**src/rtl/mem_ctrl.sv**
```systemverilog
// rtl/mem_ctrl.sv - byte-serial RAM port arbiter/sequencer for IF and MEM requesters
//
// Purpose: accepts word-level transactions from instruction fetch (IF) and the
// load/store stage (MEM), runs each as a byte-serial access on a single
// byte-wide synchronous RAM port, and returns assembled little-endian data
// with a one-cycle done pulse.
//
// Ports:
//   clk, rst                 clock, asynchronous active-low reset
//   if_req/if_addr/if_flush  IF fetch request (4-byte read) and branch flush
//   if_done/if_data          IF completion pulse and fetched word
//   mem_req/mem_wr/mem_addr  MEM request, direction, byte address
//   mem_len/mem_wdata        MEM byte count (1, 2, else 4) and store data
//   mem_done/mem_rdata       MEM completion pulse and zero-extended load data
//   io_buffer_full           stalls acceptance of stores into the IO region
//   ram_din/ram_dout         RAM read data (one cycle after ram_a) / write data
//   ram_a/ram_wr             registered RAM address and write enable
//   busy                     high in any state other than IDLE
module mem_ctrl #(
  parameter int ADDR_W = 32
) (
  input  logic              clk,
  input  logic              rst,
  input  logic              if_req,
  input  logic [ADDR_W-1:0] if_addr,
  input  logic              if_flush,
  output logic              if_done,
  output logic [31:0]       if_data,
  input  logic              mem_req,
  input  logic              mem_wr,
  input  logic [ADDR_W-1:0] mem_addr,
  input  logic [2:0]        mem_len,
  input  logic [31:0]       mem_wdata,
  output logic              mem_done,
  output logic [31:0]       mem_rdata,
  input  logic              io_buffer_full,
  input  logic [7:0]        ram_din,
  output logic [7:0]        ram_dout,
  output logic [ADDR_W-1:0] ram_a,
  output logic              ram_wr,
  output logic              busy
);

  typedef enum logic [1:0] {IDLE, RD, WR, DONE} state_t;

  state_t              state_q, state_d;
  logic                owner_if_q, owner_if_d;
  logic [ADDR_W-1:0]   addr_q, addr_d;
  logic [2:0]          len_q, len_d;
  logic [2:0]          cnt_q, cnt_d;
  logic [31:0]         wdata_q, wdata_d;
  logic [31:0]         buf_q, buf_d;
  logic [ADDR_W-1:0]   ram_a_q, ram_a_d;
  logic [7:0]          ram_dout_q, ram_dout_d;
  logic                ram_wr_q, ram_wr_d;
  logic                if_done_q, if_done_d;
  logic                mem_done_q, mem_done_d;
  logic [31:0]         if_data_q, if_data_d;
  logic [31:0]         mem_rdata_q, mem_rdata_d;

  logic                mem_io_stall;
  logic                accept_mem;
  logic                accept_if;
  logic                flush_hit;
  logic [2:0]          mem_n;
  logic [2:0]          cnt_inc;
  logic [1:0]          byte_idx;
  logic [ADDR_W-1:0]   addr_next;

  // Stores into the IO region (addr[17:16]==3) wait while the IO buffer is full;
  // IF may be accepted in their place since it never writes.
  assign mem_io_stall = mem_wr && (mem_addr[17:16] == 2'b11) && io_buffer_full;
  assign accept_mem   = mem_req && !mem_io_stall;
  assign accept_if    = !accept_mem && if_req && !if_flush;
  assign mem_n        = (mem_len == 3'd1) ? 3'd1 : (mem_len == 3'd2) ? 3'd2 : 3'd4;
  assign flush_hit    = owner_if_q && if_flush;
  assign cnt_inc      = cnt_q + 3'd1;
  // Read data lags the address by two edges, so byte (cnt-1) arrives now.
  assign byte_idx     = cnt_q[1:0] - 2'd1;
  assign addr_next    = addr_q + {{(ADDR_W-3){1'b0}}, cnt_inc};

  // State register and datapath registers
  always_ff @(posedge clk or negedge rst) begin
    if (!rst) begin
      state_q     <= IDLE;
      owner_if_q  <= 1'b0;
      addr_q      <= '0;
      len_q       <= 3'd0;
      cnt_q       <= 3'd0;
      wdata_q     <= 32'd0;
      buf_q       <= 32'd0;
      ram_a_q     <= '0;
      ram_dout_q  <= 8'd0;
      ram_wr_q    <= 1'b0;
      if_done_q   <= 1'b0;
      mem_done_q  <= 1'b0;
      if_data_q   <= 32'd0;
      mem_rdata_q <= 32'd0;
    end else begin
      state_q     <= state_d;
      owner_if_q  <= owner_if_d;
      addr_q      <= addr_d;
      len_q       <= len_d;
      cnt_q       <= cnt_d;
      wdata_q     <= wdata_d;
      buf_q       <= buf_d;
      ram_a_q     <= ram_a_d;
      ram_dout_q  <= ram_dout_d;
      ram_wr_q    <= ram_wr_d;
      if_done_q   <= if_done_d;
      mem_done_q  <= mem_done_d;
      if_data_q   <= if_data_d;
      mem_rdata_q <= mem_rdata_d;
    end
  end

  // Next-state logic
  always_comb begin
    state_d = state_q;
    case (state_q)
      IDLE: begin
        if (accept_mem)     state_d = mem_wr ? WR : RD;
        else if (accept_if) state_d = RD;
      end
      RD: begin
        if (flush_hit)             state_d = IDLE;
        else if (cnt_q == len_q)   state_d = DONE;
      end
      WR: begin
        if (cnt_inc == len_q)      state_d = DONE;
      end
      DONE:    state_d = IDLE;
      default: state_d = IDLE;
    endcase
  end

  // Datapath / registered-output next values
  always_comb begin
    owner_if_d  = owner_if_q;
    addr_d      = addr_q;
    len_d       = len_q;
    cnt_d       = cnt_q;
    wdata_d     = wdata_q;
    buf_d       = buf_q;
    ram_a_d     = ram_a_q;
    ram_dout_d  = ram_dout_q;
    ram_wr_d    = 1'b0;
    if_done_d   = 1'b0;
    mem_done_d  = 1'b0;
    if_data_d   = if_data_q;
    mem_rdata_d = mem_rdata_q;
    case (state_q)
      IDLE: begin
        if (accept_mem) begin
          owner_if_d = 1'b0;
          addr_d     = mem_addr;
          len_d      = mem_n;
          cnt_d      = 3'd0;
          wdata_d    = mem_wdata;
          buf_d      = 32'd0;
          ram_a_d    = mem_addr;
          if (mem_wr) begin
            ram_dout_d = mem_wdata[7:0];
            ram_wr_d   = 1'b1;
          end
        end else if (accept_if) begin
          owner_if_d = 1'b1;
          addr_d     = if_addr;
          len_d      = 3'd4;
          cnt_d      = 3'd0;
          buf_d      = 32'd0;
          ram_a_d    = if_addr;
        end
      end
      RD: begin
        // A flush abandons the fetch; ram_a and the buffer are left untouched.
        if (!flush_hit) begin
          cnt_d = cnt_inc;
          if (cnt_inc < len_q) ram_a_d = addr_next;
          if (cnt_q != 3'd0) buf_d[8*byte_idx +: 8] = ram_din;
          if (cnt_q == len_q) begin
            if (owner_if_q) begin
              if_data_d = buf_d;
              if_done_d = 1'b1;
            end else begin
              mem_rdata_d = buf_d;
              mem_done_d  = 1'b1;
            end
          end
        end
      end
      WR: begin
        cnt_d = cnt_inc;
        if (cnt_inc == len_q) begin
          mem_done_d = 1'b1;
        end else begin
          ram_wr_d   = 1'b1;
          ram_a_d    = addr_next;
          ram_dout_d = wdata_q[8*cnt_inc[1:0] +: 8];
        end
      end
      default: ;
    endcase
  end

  // Output logic
  assign busy      = (state_q != IDLE);
  assign if_done   = if_done_q;
  assign if_data   = if_data_q;
  assign mem_done  = mem_done_q;
  assign mem_rdata = mem_rdata_q;
  assign ram_a     = ram_a_q;
  assign ram_dout  = ram_dout_q;
  assign ram_wr    = ram_wr_q;

endmodule

```
**config.mk**
```make
export PLATFORM = sky130hd
export DESIGN_NAME = mem_ctrl
export DESIGN_NICKNAME = d
export VERILOG_FILES = /design/src/rtl/mem_ctrl.sv
export SDC_FILE = /design/constraint.sdc
export NUM_CORES = 1
export LEC_CHECK = 0
export CORE_MARGIN = 3
export CORE_UTILIZATION = 50
export CTS_CLUSTER_SIZE = 10
export DETAILED_ROUTE_END_ITERATION = 12
export PLACE_DENSITY_LB_ADDON = 0.08
export REMOVE_ABC_BUFFERS = 1
export SYNTH_ARGS = -nofsm -noshare
export SYNTH_HDL_FRONTEND = slang
export SYNTH_SLANG_ARGS = --single-unit
```
**constraint.sdc**
```tcl
create_clock -name clk -period 4.05 [get_ports clk]
set_input_delay 0.81 -clock clk [delete_from_list [all_inputs] [get_ports clk]]
set_output_delay 0.81 -clock clk [all_outputs]
set_load 0.01 [all_outputs]
```
======== Word level (Yosys, flattened, before mapping) ========
Cells that the tools add are included.
storage, ports and cells
  register bits after elaboration ......... 212
  input bits .............................. 114
  output and inout bits ................... 108
  word-level logic and storage cells ...... 111
cells by class
  $add $sub $neg .......................... 4
  magnitude comparators ................... 1
  equality and inequality tests ........... 16
  shift-type cells ........................ 3
  muxes and demuxes ....................... 46
  bitwise operators ....................... 2
  reduce and logical (&&, ||, !) cells .... 25
operators with widths
  cell                       number
  $mux W32                   9
  $pmux W32 S3               1
  $pmux W32 S2               1
  $neg A5 Y34                1
  $shift A8 B34 Y32 const A  1
  $shiftx A8 B34 Y32         1
  $add A32 B3 Y32            1
  $bwmux W32                 1
  $shiftx A32 B6 Y8          1
  $mux W8                    3
  $mux W3                    7
  $pmux W8 S2                1
  $mux W1                    13
  $mux W2                    6
  $ne A2 B2 Y1 const B       6
  $reduce_and A4 Y1          3
  $pmux W3 S3                1
  $reduce_and A3 Y1          3
  $pmux W2 S4                1
  $reduce_bool A2 Y1         4
  $eq A2 B2 Y1 const B       3
  $eq A3 B3 Y1               2
  $logic_and A1 B1 Y1        6
  $ne A3 B3 Y1 const B       2
  other kinds (13)           19

======== Depth between registers and ports, before layout ========
Gate-level depths: netlist (run 1).
  word-level depth ........................ 11
  gate-level depth with buffers ........... 13
  depth with buffers taken out ............ 9

======== Worst setup path before layout (run 1) ========
No wires, ideal clock.
  kind .................................... register to register
  from .................................... register cnt_q[0]
  to ...................................... register ram_a_q[22] (netlist: ram_a[22])
  library setup time ...................... 125 ps
  data arrival time ....................... 3508 ps
  required time ........................... 3925 ps
  slack ................................... 418 ps
  cell stages (with the launch flop) ...... 14
  path buffers ............................ 4
  clock period less this slack ............ 3632 ps
  path through ............................ dfrtp_1 > buf_2 > buf_2 > inv_1 > ha_1 > buf_1 > inv_1 > fa_1 > and2b_1 > o2111ai_1 > buf_2 > o31ai_1 > a31oi_1 > mux2_2
between the ends
  cells in the longest elaborated chain, start to end .. 5
  elaborated cells on any way between the ends .. 11
  classes of those cells .................. add/sub (2); order compare (1); eq/ne (3); mux (4); reduce/logical (1)
RTL lines
  item                      RTL line  RTL
  start: declaration        50        logic [2:0] cnt_q, cnt_d;
  start signal: assignment  104       cnt_q <= cnt_d;
  $add A3 B1 Y3 *           77        assign cnt_inc = cnt_q + 3'd1;
  $add A32 B3 Y32           80        assign addr_next = addr_q + {{(ADDR_W-3){1'b0}}, cnt_inc};
  $mux W32                  179       if (cnt_inc < len_q) ram_a_d = addr_next;
  $mux W32                  177       if (!flush_hit) begin
  $pmux W32 S3              152       case (state_q)
  end signal: assignment    107       ram_a_q <= ram_a_d;
  end: declaration          53        logic [ADDR_W-1:0] ram_a_q, ram_a_d;
Every way passes the cells marked *; elsewhere a longest branch is shown, timed or not. The select of a mux whose other input is x is not followed.
A chain may end at the register's enable or synchronous reset.

======== Worst setup path after layout (run 1) ========
  from .................................... register cnt_q[1]
  to ...................................... register ram_a_q[22] (netlist: ram_a[22])
The elaborated chain is that of the path after synthesis.

==> flow_summary.toml, run 1 <==
[timing]
hold_viol = 0
max_slew_margin_pct = 25.0
setup_tns_ns = 0
rsz0062_at_grt = "false"
fin_crit_ns = 3.17
skew_ns = 0.0128
finalCritPeriodShare_pct = 78.4
setup_ws_ns = 0.876
worst_pin_slew_ns = 1.13
fmax_ghz = 0.315
maxSlewViolCount = 0
setup_violations = 0

[logic_synthesis]
synth_top_cell_by_area = "dfrtp_1"
yosys.area.top_type_share_pct = 50.8
yosysUniqueCellTypes = 59
syn_avg_cell_area_um2 = 10.3
postSynthCellCount = 1011
synth_commonest_cells = "dfrtp_1 (212), nand2_1 (192), o21ai_0 (70)"
synth_area_leaders = "dfrtp_1 (51%), nand2_1 (6.9%), mux2i_1 (5.4%), mux2_2 (4.0%), o21ai_0 (3.4%)"
yosysWarnings = 0
async_flop_share_pct = 100
netlist_area_um2 = 10400
synth_edf_count = 0
ys_ff_latch = 212
yosysSeqAreaShare_pct = 50.8
synth.most_common_cell = "dfrtp_1"
synth-main-ff-cell = "dfrtp_1"

[clock_tree]
cts_buffers = 25
ctsRootBufferMaster = "clkbuf_16"
clk_latency_ns = 0.52
h-tree-depth = 1
clock_path_buffers = 3
hold_buffers = 0
cts.sinks = 212
postCtsSetupBuffers = 0
cts_tree = "done"
post_cts_resized = 0
path_clk_slew_ns = 0.06

[power]
total_leakage_power_nw = 5.86
power.switching_mw = 3.45
max-vdd-ir-drop_mv = 0.452
swShare_pct = 36.1
clkPwrFrac_pct = 20.3
power.density_nw_per_um2 = 705
p_comb_share_pct = 43.9
seq_power_share_pct = 35.7
internal_power_mw = 6.11

[floorplan]
start_util_pct = 51.2
placementRows = 52
dieWidth_um = 150
fp.dieH_um = 150
ios = 222
core_area_um2 = 20400
dieArea_um2 = 22600

[layout]
fin_util_pct = 66.6
seq_area_um2 = 5310
nFillCells = 1663
drive_gt1_share_pct = 8.30
fin_cells = 1487
multi_input_area_um2 = 4700
diodes = 0
fin_area_um2 = 13600
area_growth_pct = 29.9
nNetsFinal = 1343

[route]
drc = 0
viasPerCell = 5.67
detail_route.wl_per_cell_um = 17.9
drt_iter0_markers = 486
ant_nets = 0
vias = 8432
dr.pass1.iters = 7
drt_wl_total_um = 26700

[placement]
place_ws_ns = 0.696
io_buffers = 221
dp_hpwl_um = 18200
place.gp.congestion = 0.837
place_inst = 1455
place_area_um2 = 12900

[setup_path]
arrival_ns = 3.63
critical_path_class = "flop to flop"
critPathLaunchType = "flop"
cp.required_ns = 4.51
critPathCaptureType = "flop"
worst-path-max-fanout = 16
rrSetupSlack_ns = 0.88
reg2reg_depth = 10
r2r_end = "ram_a[22]$_DFFE_PN0P_"
reg2reg_from = "cnt_q[1]$_DFFE_PN0P_"
cp-startpoint = "cnt_q[1]$_DFFE_PN0P_"
endpoint = "ram_a[22]$_DFFE_PN0P_"

[global_routing]
first_global_vias = 8160
grt_pass1_wl_um = 42800
grt_max_degree = 96
grt.total_usage_pct = 23.4
grt_overflow = 0
antenna_found_initial = 0

[outcome]
status = "complete, no violations"

[min_path]
hold_path_class = "input pin to asynchronous set/reset pin"

[run]
drv_cap = 0
==> layout make-up <==
type	instances	share of cell area, %
flip-flops and latches	212	39.1
multi-input cells	687	34.6
repair buffers	236	17.4
clock buffers	31	4.93
well taps	270	2.49
inverters	50	1.38
clock inverters	1	0.0646
==> cell families after synthesis <==
logic type | count (synthesis) | share of synthesized area [%]
AND/OR/NAND/NOR | 296 | 13.4
AO/OA/AOI/OAI | 247 | 15.8
flip-flops | 212 | 50.8
buffers and inverters | 112 | 4.39
multiplexers | 112 | 12.3
adder cells (fa/ha/maj) | 17 | 2.11
XOR/XNOR | 15 | 1.26
==> worst min-delay path by stage <==
stage,startpoint,end,slack (ns),cells after the start
after detailed placement,wdata_q[18]$_DFFE_PN0P_,wdata_q[18]$_DFFE_PN0P_,0.46,2
after CTS,rst,ram_a[14]$_DFFE_PN0P_,0.36,1
after global routing,rst,ram_a[14]$_DFFE_PN0P_,0.39,1
final,rst,ram_a[14]$_DFFE_PN0P_,0.28,1
after floorplan,wdata_q[24]$_DFFE_PN0P_,wdata_q[24]$_DFFE_PN0P_,0.44,2
after global placement,wdata_q[18]$_DFFE_PN0P_,wdata_q[18]$_DFFE_PN0P_,0.45,2
==> registers in the layout, indices dropped and copies added, names as in the netlist <==
signal	count
ram_a	32
ram_wr	1
mem_done	1
ram_dout	8
buf_q	32
addr_q	32
wdata_q	32
if_done	1
if_data	32
len_q	3
cnt_q	3
owner_if_q	1
state_q	2
mem_rdata	32
==> per-stage QoR <==
step                      total power, mW  hold slack, ns
after floorplan                      5.92           0.440
after global placement               7.55           0.454
after detailed placement             7.66           0.457
after CTS                            9.65           0.357
after global routing                 10.2           0.387
final                                9.56           0.284
==> routing by layer <==
| metal | GRT usage (%) | vias up | wire (µm) |
|---|---|---|---|
| met4 | 6.13 | 0 | 567 |
| met2 | 36.6 | 313 | 12300 |
| li1 | - | 4010 | - |
| met5 | 0 | - | 0 |
| met3 | 3.79 | 45 | 1830 |
| met1 | 34.2 | 4064 | 12000 |
==> worst max-delay path, stage by stage, from the launching register on <==
cell and delay, ns:
dfrtp_1 0.43, inv_1 0.11, ha_1 0.52, inv_1 0.14, fa_1 0.45, and2b_1 0.32
o2111ai_1 0.12, buf_4 0.21, or4_1 0.47, a31oi_1 0.17, mux2_2 0.16
==> power by group through the flow <==
stage               combinational (mW)  sequential (mW)  clock (mW)
finish                            4.20             3.42        1.95
CTS                               4.24             3.41        1.99
global placement                  4.13             3.43           0
detailed placement                4.22             3.44           0
global route                      4.63             3.52        2.09
floorplan                         2.41             3.50           0
==> cells in the final DEF, fill, tap and decap left out, drive strengths merged, types with 13 or more instances in the layout <==
master,synthesis,final
buf,23,16
inv,50,51
o21ai,80,80
a22o,33,33
a22oi,33,33
mux2i,56,56
o31ai,15,15
or4,15,15
nand2,192,192
clkdlybuf4s50,0,220
clkbuf,39,31
and3,22,22
a211oi,19,19
nor2,13,13
a31oi,17,17
a21oi,27,27
nand3,18,18
mux2,48,48
ha,16,16
dfrtp,212,212
No activity file was read; power rests on OpenSTA's default activity.
==> run 2: changes to the inputs <==
--- a/config.mk
+++ b/config.mk
@@ -6,7 +6,7 @@
 export NUM_CORES = 1
 export LEC_CHECK = 0
 export CORE_MARGIN = 3
-export CORE_UTILIZATION = 50
+export CORE_UTILIZATION = 47
 export CTS_CLUSTER_SIZE = 10
 export DETAILED_ROUTE_END_ITERATION = 12
 export PLACE_DENSITY_LB_ADDON = 0.08
==> constraint.sdc (replaced) <==
create_clock -name clk -period 2.8 [get_ports clk]
set_input_delay 0.56 -clock clk [delete_from_list [all_inputs] [get_ports clk]]
set_output_delay 0.56 -clock clk [all_outputs]
set_load 0.01 [all_outputs]
==> run 2 against run 1 <==
  * Global-route usage shrank 1.3 points
  * Combinational power is 52% higher
  * Worst setup slack got worse by 0.81 ns
  * Cell area rose by 2.4%
  * Clock skew shrank 0.0021 ns
  * Power grew 47%
  * Utilization down 1.8 points
  * Largest cell class unchanged
==> flow_summary.toml, run 2 (synthesis results as in run 1) <==
[floorplan]
placementRows = 53
core_area_um2 = 21400
start_util_pct = 48.7
dieArea_um2 = 24000
ios = 222
fp.dieH_um = 155
dieWidth_um = 155

[setup_path]
cp.required_ns = 3.25
critical_path_class = "flop to flop"
arrival_ns = 3.18
critPathCaptureType = "flop"
cp-startpoint = "cnt_q[0]$_DFFE_PN0P_"
worst-path-max-fanout = 16
reg2reg_depth = 11
rrSetupSlack_ns = 0.07
r2r_end = "ram_a[22]$_DFFE_PN0P_"
endpoint = "ram_a[22]$_DFFE_PN0P_"
critPathLaunchType = "flop"
reg2reg_from = "cnt_q[0]$_DFFE_PN0P_"

[global_routing]
grt_overflow = 0
grt_pass1_wl_um = 43500
antenna_found_initial = 0
first_global_vias = 8161
grt.total_usage_pct = 22.1
grt_max_degree = 85

[timing]
rsz0062_at_grt = "true"
setup_tns_ns = 0
maxSlewViolCount = 0
worst_pin_slew_ns = 0.673
fmax_ghz = 0.366
setup_ws_ns = 0.0675
fin_crit_ns = 2.73
whs_ns = 0.0566
finalCritPeriodShare_pct = 97.6
hold_viol = 0
setup_violations = 0
skew_ns = 0.0107
max_slew_margin_pct = 55.1

[power]
internal_power_mw = 9.04
p_comb_share_pct = 45.2
seq_power_share_pct = 35.0
clkPwrFrac_pct = 19.9
power.density_nw_per_um2 = 1020
swShare_pct = 35.9
power.switching_mw = 5.06
power_mw = 14.1
total_leakage_power_nw = 6.04
max-vdd-ir-drop_mv = 0.531

[route]
dr.pass1.iters = 6
ant_nets = 0
viasPerCell = 5.55
detail_route.wl_per_cell_um = 17.9
drt_wl_total_um = 27300
drt_iter0_markers = 428
wl_met3_um = 1470
vias = 8458
wl_met2_um = 12700
drt-met1-wl_um = 12700
drc = 0
highest_layer = "met4"

[placement]
io_buffers = 221
place_ws_ns = -0.0494
dp_hpwl_um = 19100
place.gp.congestion = 0.867

[layout]
nFillCells = 1767
layout_commonest_cell = "clkdlybuf4s50_1"
drive_gt1_share_pct = 10.7
mostFrequentLayoutCells = "clkdlybuf4s50_1 (220), dfrtp_1 (212), nand2_1 (191)"
diodes = 0
nNetsFinal = 1373
area_growth_pct = 33.1

[clock_tree]
h-tree-depth = 1
path_clk_slew_ns = 0.06
cts.sinks = 212
hold_buffers = 0
ctsRootBufferMaster = "clkbuf_16"
cts_buffers = 25
clk_latency_ns = 0.51
clock_path_buffers = 3
cts_tree = "done"

[min_path]
hold_path_class = "input pin to asynchronous set/reset pin"

[run]
drv_cap = 0

[outcome]
status = "complete, no violations"
==> run 2: stage by stage <==
step	instances	cell area, µm²	utilization, %
2_1_floorplan	949	10200	-
3_3_place_gp	1488	13200	61.5
3_5_place_dp	1488	13200	61.5
4_1_cts	1522	13900	64.7
5_1_grt	1523	13900	64.8
6_report	1523	13900	64.8
==> run 2: power groups by stage <==
| stage | clock network (mW) | logic [mW] | registers [mW] |
|---|---|---|---|
| 2_1_floorplan | 0 | 3.49 | 5.07 |
| 3_3_place_gp | 0 | 6.23 | 4.96 |
| 3_5_place_dp | 0 | 6.35 | 4.98 |
| 4_1_cts | 2.86 | 6.41 | 4.93 |
| 5_1_grt | 2.99 | 7.02 | 5.06 |
| 6_report | 2.80 | 6.37 | 4.93 |
==> run 2: worst max-delay path, cell delays in order, from the launching register on <==
cell,delay [ns]
dfrtp_1,0.39
inv_1,0.13
buf_4,0.15
ha_1,0.18
inv_1,0.06
fa_1,0.40
and2b_1,0.23
o2111ai_1,0.11
buf_4,0.22
or4_1,0.47
a31oi_1,0.17
mux2_2,0.16
==> run 2: how the worst min path moves through the flow <==
stage	from	slack [ns]	cells after the start	end
after floorplan	rst	0.26	0	addr_q[0]$_DFFE_PN0P_
after global placement	wdata_q[31]$_DFFE_PN0P_	0.45	2	wdata_q[31]$_DFFE_PN0P_
after detailed placement	wdata_q[29]$_DFFE_PN0P_	0.46	2	wdata_q[29]$_DFFE_PN0P_
after CTS	rst	0.08	1	addr_q[14]$_DFFE_PN0P_
after global routing	rst	0.09	1	ram_a[14]$_DFFE_PN0P_
final	rst	0.06	1	addr_q[14]$_DFFE_PN0P_
==> run 2: layout make-up <==
class,instances,area (µm²),share of cell area (%)
clock inverter,1,8.76,0.0631
tap,275,344,2.48
sequential,212,5310,38.2
timing repair buffer,266,2660,19.1
clock buffer,32,662,4.77
inverter,50,188,1.35
multi-input combinational,687,4720,34.0
==> run 2: repair_timing <==
item / 4_1_cts / 5_1_grt
endpoints found under the setup margin: 6 / 7
endpoints found under the hold margin: 0 / 0
resized for setup: 1 / 3
setup buffers: 1 / 1
==> run 2: metal layers <==
| metal | vias to the layer above | track usage (%) |
|---|---|---|
| met5 | - | 0 |
| met4 | 0 | 4.58 |
| met3 | 34 | 3.45 |
| met2 | 252 | 34.8 |
| met1 | 4079 | 32.9 |
| li1 | 4093 | - |
==> run 3: changes to the inputs <==
--- a/config.mk
+++ b/config.mk
@@ -5,12 +5,15 @@
 export SDC_FILE = /design/constraint.sdc
 export NUM_CORES = 1
 export LEC_CHECK = 0
+export CELL_PAD_IN_SITES_DETAIL_PLACEMENT = 0
+export CELL_PAD_IN_SITES_GLOBAL_PLACEMENT = 2
 export CORE_MARGIN = 3
-export CORE_UTILIZATION = 47
+export CORE_UTILIZATION = 29
 export CTS_CLUSTER_SIZE = 10
 export DETAILED_ROUTE_END_ITERATION = 12
-export PLACE_DENSITY_LB_ADDON = 0.08
+export PLACE_DENSITY_LB_ADDON = 0.1
 export REMOVE_ABC_BUFFERS = 1
+export SKIP_LAST_GASP = 1
 export SYNTH_ARGS = -nofsm -noshare
 export SYNTH_HDL_FRONTEND = slang
 export SYNTH_SLANG_ARGS = --single-unit
==> run 3 against run 2 <==
  * Global-route usage down 5.6 points
  * Power up 5.7%
  * Count of clock-buffer cells in the layout up 9
  * Routed wire length up 19%
==> flow_summary.toml, run 3 (synthesis results as in run 1) <==
[outcome]
status = "complete, no violations"

[route]
ant_nets = 0
drt_wl_total_um = 32400
drt_iter0_markers = 400
drc = 0
dr.pass1.iters = 4
viasPerCell = 4.85
vias = 8426
detail_route.wl_per_cell_um = 18.6

[placement]
dp_hpwl_um = 22800
io_buffers = 221
place_area_um2 = 13500
place.gp.congestion = 0.747
place_ws_ns = -0.0741

[timing]
worst_pin_slew_ns = 0.673
fin_crit_ns = 2.69
finalCritPeriodShare_pct = 96.1
max_slew_margin_pct = 55.1
hold_viol = 0
setup_violations = 0
fmax_ghz = 0.372
skew_ns = 0.0111
setup_ws_ns = 0.108
maxSlewViolCount = 0
whs_ns = 0.470

[global_routing]
grt.total_usage_pct = 16.6
grt_pass1_wl_um = 51200
grt_max_degree = 68
antenna_found_initial = 0
grt_overflow = 0
first_global_vias = 8784

[setup_path]
crit_family = "simple AND/OR/NAND/NOR gates"
path_buf_inv = 0
rrSetupSlack_ns = 0.11
worst-path-max-fanout = 8
critPathCaptureType = "flop"
critPathLaunchType = "flop"
cp.required_ns = 3.27
cp_common_cell = "ha_2"
r2r_end = "ram_a[27]$_DFFE_PN0P_"
reg2reg_depth = 8
arrival_ns = 3.16
critical-path-slowest-cell = "or4_1"
cpPeakStageDelay_ns = 0.53
path_cells = "ha_2, xor2_4, ha_2, nand3_4, a211o_4, or4_1, a31oi_1, mux2_2"
reg2reg_from = "cnt_q[0]$_DFFE_PN0P_"
critical_path_class = "flop to flop"

[min_path]
holdPathEnd = "wdata_q[9]$_DFFE_PN0P_"
worstHoldStart = "wdata_q[9]$_DFFE_PN0P_"
hold_depth = 2
hold_path_class = "flop to flop"

[layout]
layout_commonest_cell = "clkdlybuf4s50_1"
drive_gt1_share_pct = 13.4
diodes = 0
fin_util_pct = 41.5
nNetsFinal = 1398
area_growth_pct = 39.1
fin_area_um2 = 14500
mostFrequentLayoutCells = "clkdlybuf4s50_1 (220), dfrtp_1 (212), nand2_1 (191)"

[clock_tree]
clk_latency_ns = 0.53
h-tree-depth = 1
clock_path_buffers = 3
cts_tree = "done"
path_clk_slew_ns = 0.06
cts_buffers = 27
ctsRootBufferMaster = "clkbuf_16"
cts.sinks = 212

[floorplan]
start_util_pct = 29.8
ios = 222
fp.dieH_um = 196
dieWidth_um = 196
dieArea_um2 = 38300
placementRows = 68
core_area_um2 = 35000

[power]
power_mw = 14.9
max-vdd-ir-drop_mv = 0.436
power.density_nw_per_um2 = 1030
total_leakage_power_nw = 6.23

[run]
drv_cap = 0
[run 3: repair_timing]
item,CTS,global route
pin swaps,0,6
buffers inserted,3,4
gates resized for setup,3,17
hold buffers,1,0
hold endpoints to repair,25,0
endpoints found under the setup margin,3,14
[run 3: stage by stage]
stage,setup TNS (ns),instances
6_report,0,1737
5_1_grt,-0.120,1737
4_1_cts,0,1733
3_5_place_dp,-1.95,1685
3_3_place_gp,-0.0678,1685
2_1_floorplan,-113.92,949
[run 3: cell type report]
type                            instances  area [µm²]
Clock buffer                           41         768
Clock inverter                          3        40.0
Fill cell                            3463       20500
Inverter                               50         188
Multi-Input combinational cell        687        4780
Sequential cell                       212        5310
Tap cell                              455         569
Timing Repair Buffer                  289        2870
[run 3: worst max path at each step]
stage	from	end	slack, ns	cells past startpoint
final	cnt_q[0]$_DFFE_PN0P_	ram_a[27]$_DFFE_PN0P_	0.11	8
after global routing	cnt_q[0]$_DFFE_PN0P_	ram_a[30]$_DFFE_PN0P_	-0.04	12
after global placement	mem_wr	state_q[1]$_DFFE_PN0P_	-0.01	6
after CTS	cnt_q[0]$_DFFE_PN0P_	ram_a[22]$_DFFE_PN0P_	0.003	11
after floorplan	cnt_q[0]$_DFFE_PN0P_	ram_a[14]$_DFFE_PN0P_	-1.06	8
after detailed placement	mem_wr	ram_a[28]$_DFFE_PN0P_	-0.07	9
[run 3: routing by layer]
metal	vias to the layer above	GRT usage (%)	routed length, µm
met4	0	3.46	609
met3	38	3.11	1490
met2	181	26.1	14400
li1	4128	-	-
met1	4079	24.0	15900
met5	-	0	0
[run 3: worst reg2reg max path: cells and delay by family (launching register included)]
family,cells,cell delay (ns)
and+or+nand+nor,2,0.64
AOI/OAI and AO/OA,2,0.60
muxes,1,0.17
DFF,1,0.41
xor gates and xnor gates,1,0.17
adders and majority gates,2,0.63
[run 3: power by group]
part,internal (mW),switching (mW)
combinational,3.43,3.28
sequential,4.15,0.795
clock,1.95,1.30
total,9.53,5.37
==> edit, RTL diff (flow settings as in run 3) <==
`wdata_q` no longer has a reset.
--- a/src/rtl/mem_ctrl.sv
+++ b/src/rtl/mem_ctrl.sv
@@ -87,7 +87,6 @@
       addr_q      <= '0;
       len_q       <= 3'd0;
       cnt_q       <= 3'd0;
-      wdata_q     <= 32'd0;
       buf_q       <= 32'd0;
       ram_a_q     <= '0;
       ram_dout_q  <= 8'd0;
@@ -102,7 +101,6 @@
       addr_q      <= addr_d;
       len_q       <= len_d;
       cnt_q       <= cnt_d;
-      wdata_q     <= wdata_d;
       buf_q       <= buf_d;
       ram_a_q     <= ram_a_d;
       ram_dout_q  <= ram_dout_d;
@@ -112,6 +110,10 @@
       if_data_q   <= if_data_d;
       mem_rdata_q <= mem_rdata_d;
     end
+  end
+
+  always_ff @(posedge clk) begin
+    wdata_q <= wdata_d;
   end
 
   // Next-state logic
Check against the original RTL: no difference found for any inputs over 4 cycles, from zero or initial values and one cycle with rst low; that may be too few to reach the edited logic, so the function may still have changed.
==> edit against run 3 <==
  * Via count grew 1.1%
  * Count of clock-buffer cells in the layout up 2
  * Routed wire length grew 4.4%
  * Cell area grew 1.6%
  * Critical path depth grew 3
  * Setup slack lost 0.014 ns
  * Worst hold slack lost 0.47 ns
  * Power is 5.4% higher
  * Sequential cell count is the same
  * Area after synthesis is essentially flat
  * Cell count shrank 3.5%
  * Highest routed layer is now met5
==> edit: results (changes against run 3) <==
metric,value,unit,change
Post-synth top cells,"180 x dfrtp_1, 103 x nand2_1, 89 x o21ai_0, 57 x mux2i_1, 52 x clkbuf_1",,"was 212 x dfrtp_1, 192 x nand2_1, 70 x o21ai_0, 56 x mux2i_1, 50 x inv_1"
first-pass GRT wire length,51700,um,was 51200 um
Synth cell types,56,,was 59
routed vias,8522,,was 8426
Placement Setup Slack,-0.152,ns,was -0.0741 ns
Final Skew,0.0156,ns,was 0.0111 ns
Worst Tran Pin Value,0.532,ns,was 0.673 ns
vias in the first global route,8556,,was 8784
Pre-antenna DRT Iters,5,,was 4
switching power total,5.86,mW,was 5.37 mW
status,"finished, final reports clean",,unchanged
Post-synth EDFFs,32,,was 0
Worst VDD drop,0.000712,V,was 0.000436 V
GRT Total Usage,0.169,,was 0.166
Worst Hold Class,input port to async pin,,was register to register
HPWL after DPL,24100,um,was 22800 um
FF-to-FF path depth,11,,was 8
crit path kind,register to register,,unchanged
drt drc,0,,unchanged
RR Startpoint,cnt_q[1]$_DFFE_PN0P_,,was cnt_q[0]$_DFFE_PN0P_
placed cell areas,13700,um2,was 13500 um2
CP peak stage delay,0.41,ns,was 0.53 ns
Max Freq,370,MHz,was 372 MHz
post-synth top area share,0.431,,was 0.508
asr flop ratio synth,0.849,,was 1.00
Layout fillers,3458,,was 3463
CP Data Arrival Time,3.12,ns,was 3.16 ns
initial antenna violation count,1,,was 0
"CP delay by family, top",buffers and inverters,,was simple AND/OR/NAND/NOR gates
Setup crit end,ram_a[0]$_DFFE_PN0P_,,was ram_a[27]$_DFFE_PN0P_
nets@finish,1334,,was 1398
Initial DRC Count,365,,was 400
Lkg Pwr,5.99,nW,was 6.23 nW
Post-synth top flop,dfrtp_1,,unchanged
CP max FO,14,,was 8
synth top area cells,"dfrtp_1 43%, edfxtp_1 9.2%, mux2i_1 5.5%",,"was dfrtp_1 51%, nand2_1 6.9%, mux2i_1 5.4%"
final wirelength,33800,um,was 32400 um
sequential-to-total area share from yosys stat,0.523,,was 0.508
-- edit: changes by cell type after synthesis, sizes merged, moves of 7 or more --
cell    change
edfxtp     +32
a21oi       -9
nor4        +7
a22oi       -8
o21ai       +9
clkbuf     +13
dfrtp      -32
inv         -8
buf         -9
nand2      -89
a32o       +29
-- edit: power groups by stage --
stage	logic, mW	clock network (mW)	registers [mW]
finish	7.60	3.22	4.88
global route	8.28	3.49	5.02
CTS	7.27	3.35	4.89
detailed placement	7.19	0	4.94
global placement	7.16	0	4.93
floorplan	3.60	0	5.03
-- edit: kinds of logic (layout without fill, tap and decap cells) --
family                   Yosys count  in the layout  share of synthesized area
AO/OA/AOI/OAI                    275            275                      0.185
flip-flops                       212            212                      0.523
AND/OR/NAND/NOR                  208            208                      0.101
buffers and inverters            109            388                     0.0404
multiplexers                     107            107                      0.117
adder cells (fa/ha/maj)           16             16                     0.0199
XOR/XNOR                          15             15                     0.0126
-- edit: per-stage QoR --
stage | instances | TNS, ns | hold WS (ns) | power [mW]
2_1_floorplan | 876 | -169.84 | 0.264 | 8.62
3_3_place_gp | 1624 | -0.678 | 0.463 | 12.1
3_5_place_dp | 1624 | -0.667 | 0.469 | 12.1
4_1_cts | 1671 | 0 | 0.0123 | 15.5
5_1_grt | 1676 | -0.790 | 0.0305 | 16.8
6_report | 1676 | 0 | 0.00352 | 15.7
-- edit: worst min-delay path by stage --
stage	slack, ns	cells after the start	startpoint	to
after floorplan	0.26	0	rst	addr_q[0]$_DFFE_PN0P_
after global placement	0.46	2	if_data[16]$_DFFE_PN0P_	if_data[16]$_DFFE_PN0P_
after detailed placement	0.47	2	if_data[6]$_DFFE_PN0P_	if_data[6]$_DFFE_PN0P_
after CTS	0.01	1	rst	ram_a[18]$_DFFE_PN0P_
after global routing	0.03	1	rst	mem_rdata[11]$_DFFE_PN0P_
final	0.004	1	rst	mem_rdata[11]$_DFFE_PN0P_
-- edit: layout make-up --
cell class	instances	area [um2]	share of cell area
clock inverter	3	15.0	0.00102
multi-input combinational	621	4730	0.320
tap	455	569	0.0386
clock buffer	43	796	0.0539
timing repair buffer	299	3020	0.205
sequential	212	5470	0.370
inverter	43	161	0.0109
-- edit: layer usage --
| layer | wire length [um] | part of all wire | GRT usage |
|---|---|---|---|
| met1 | 15600 | 0.46 | 0.236 |
| met2 | 16200 | 0.48 | 0.281 |
| met3 | 1490 | 0.044 | 0.0259 |
| met4 | 522 | 0.015 | 0.0314 |
| met5 | 13 | 0.00038 | 0 |
-- edit: timing repair --
action                                  in CTS  in global routing
resized for setup                            6                 18
buffers inserted                             1                  2
endpoints found under the setup margin      23                 31
gates cloned                                 0                  3
pin swaps                                    0                  6
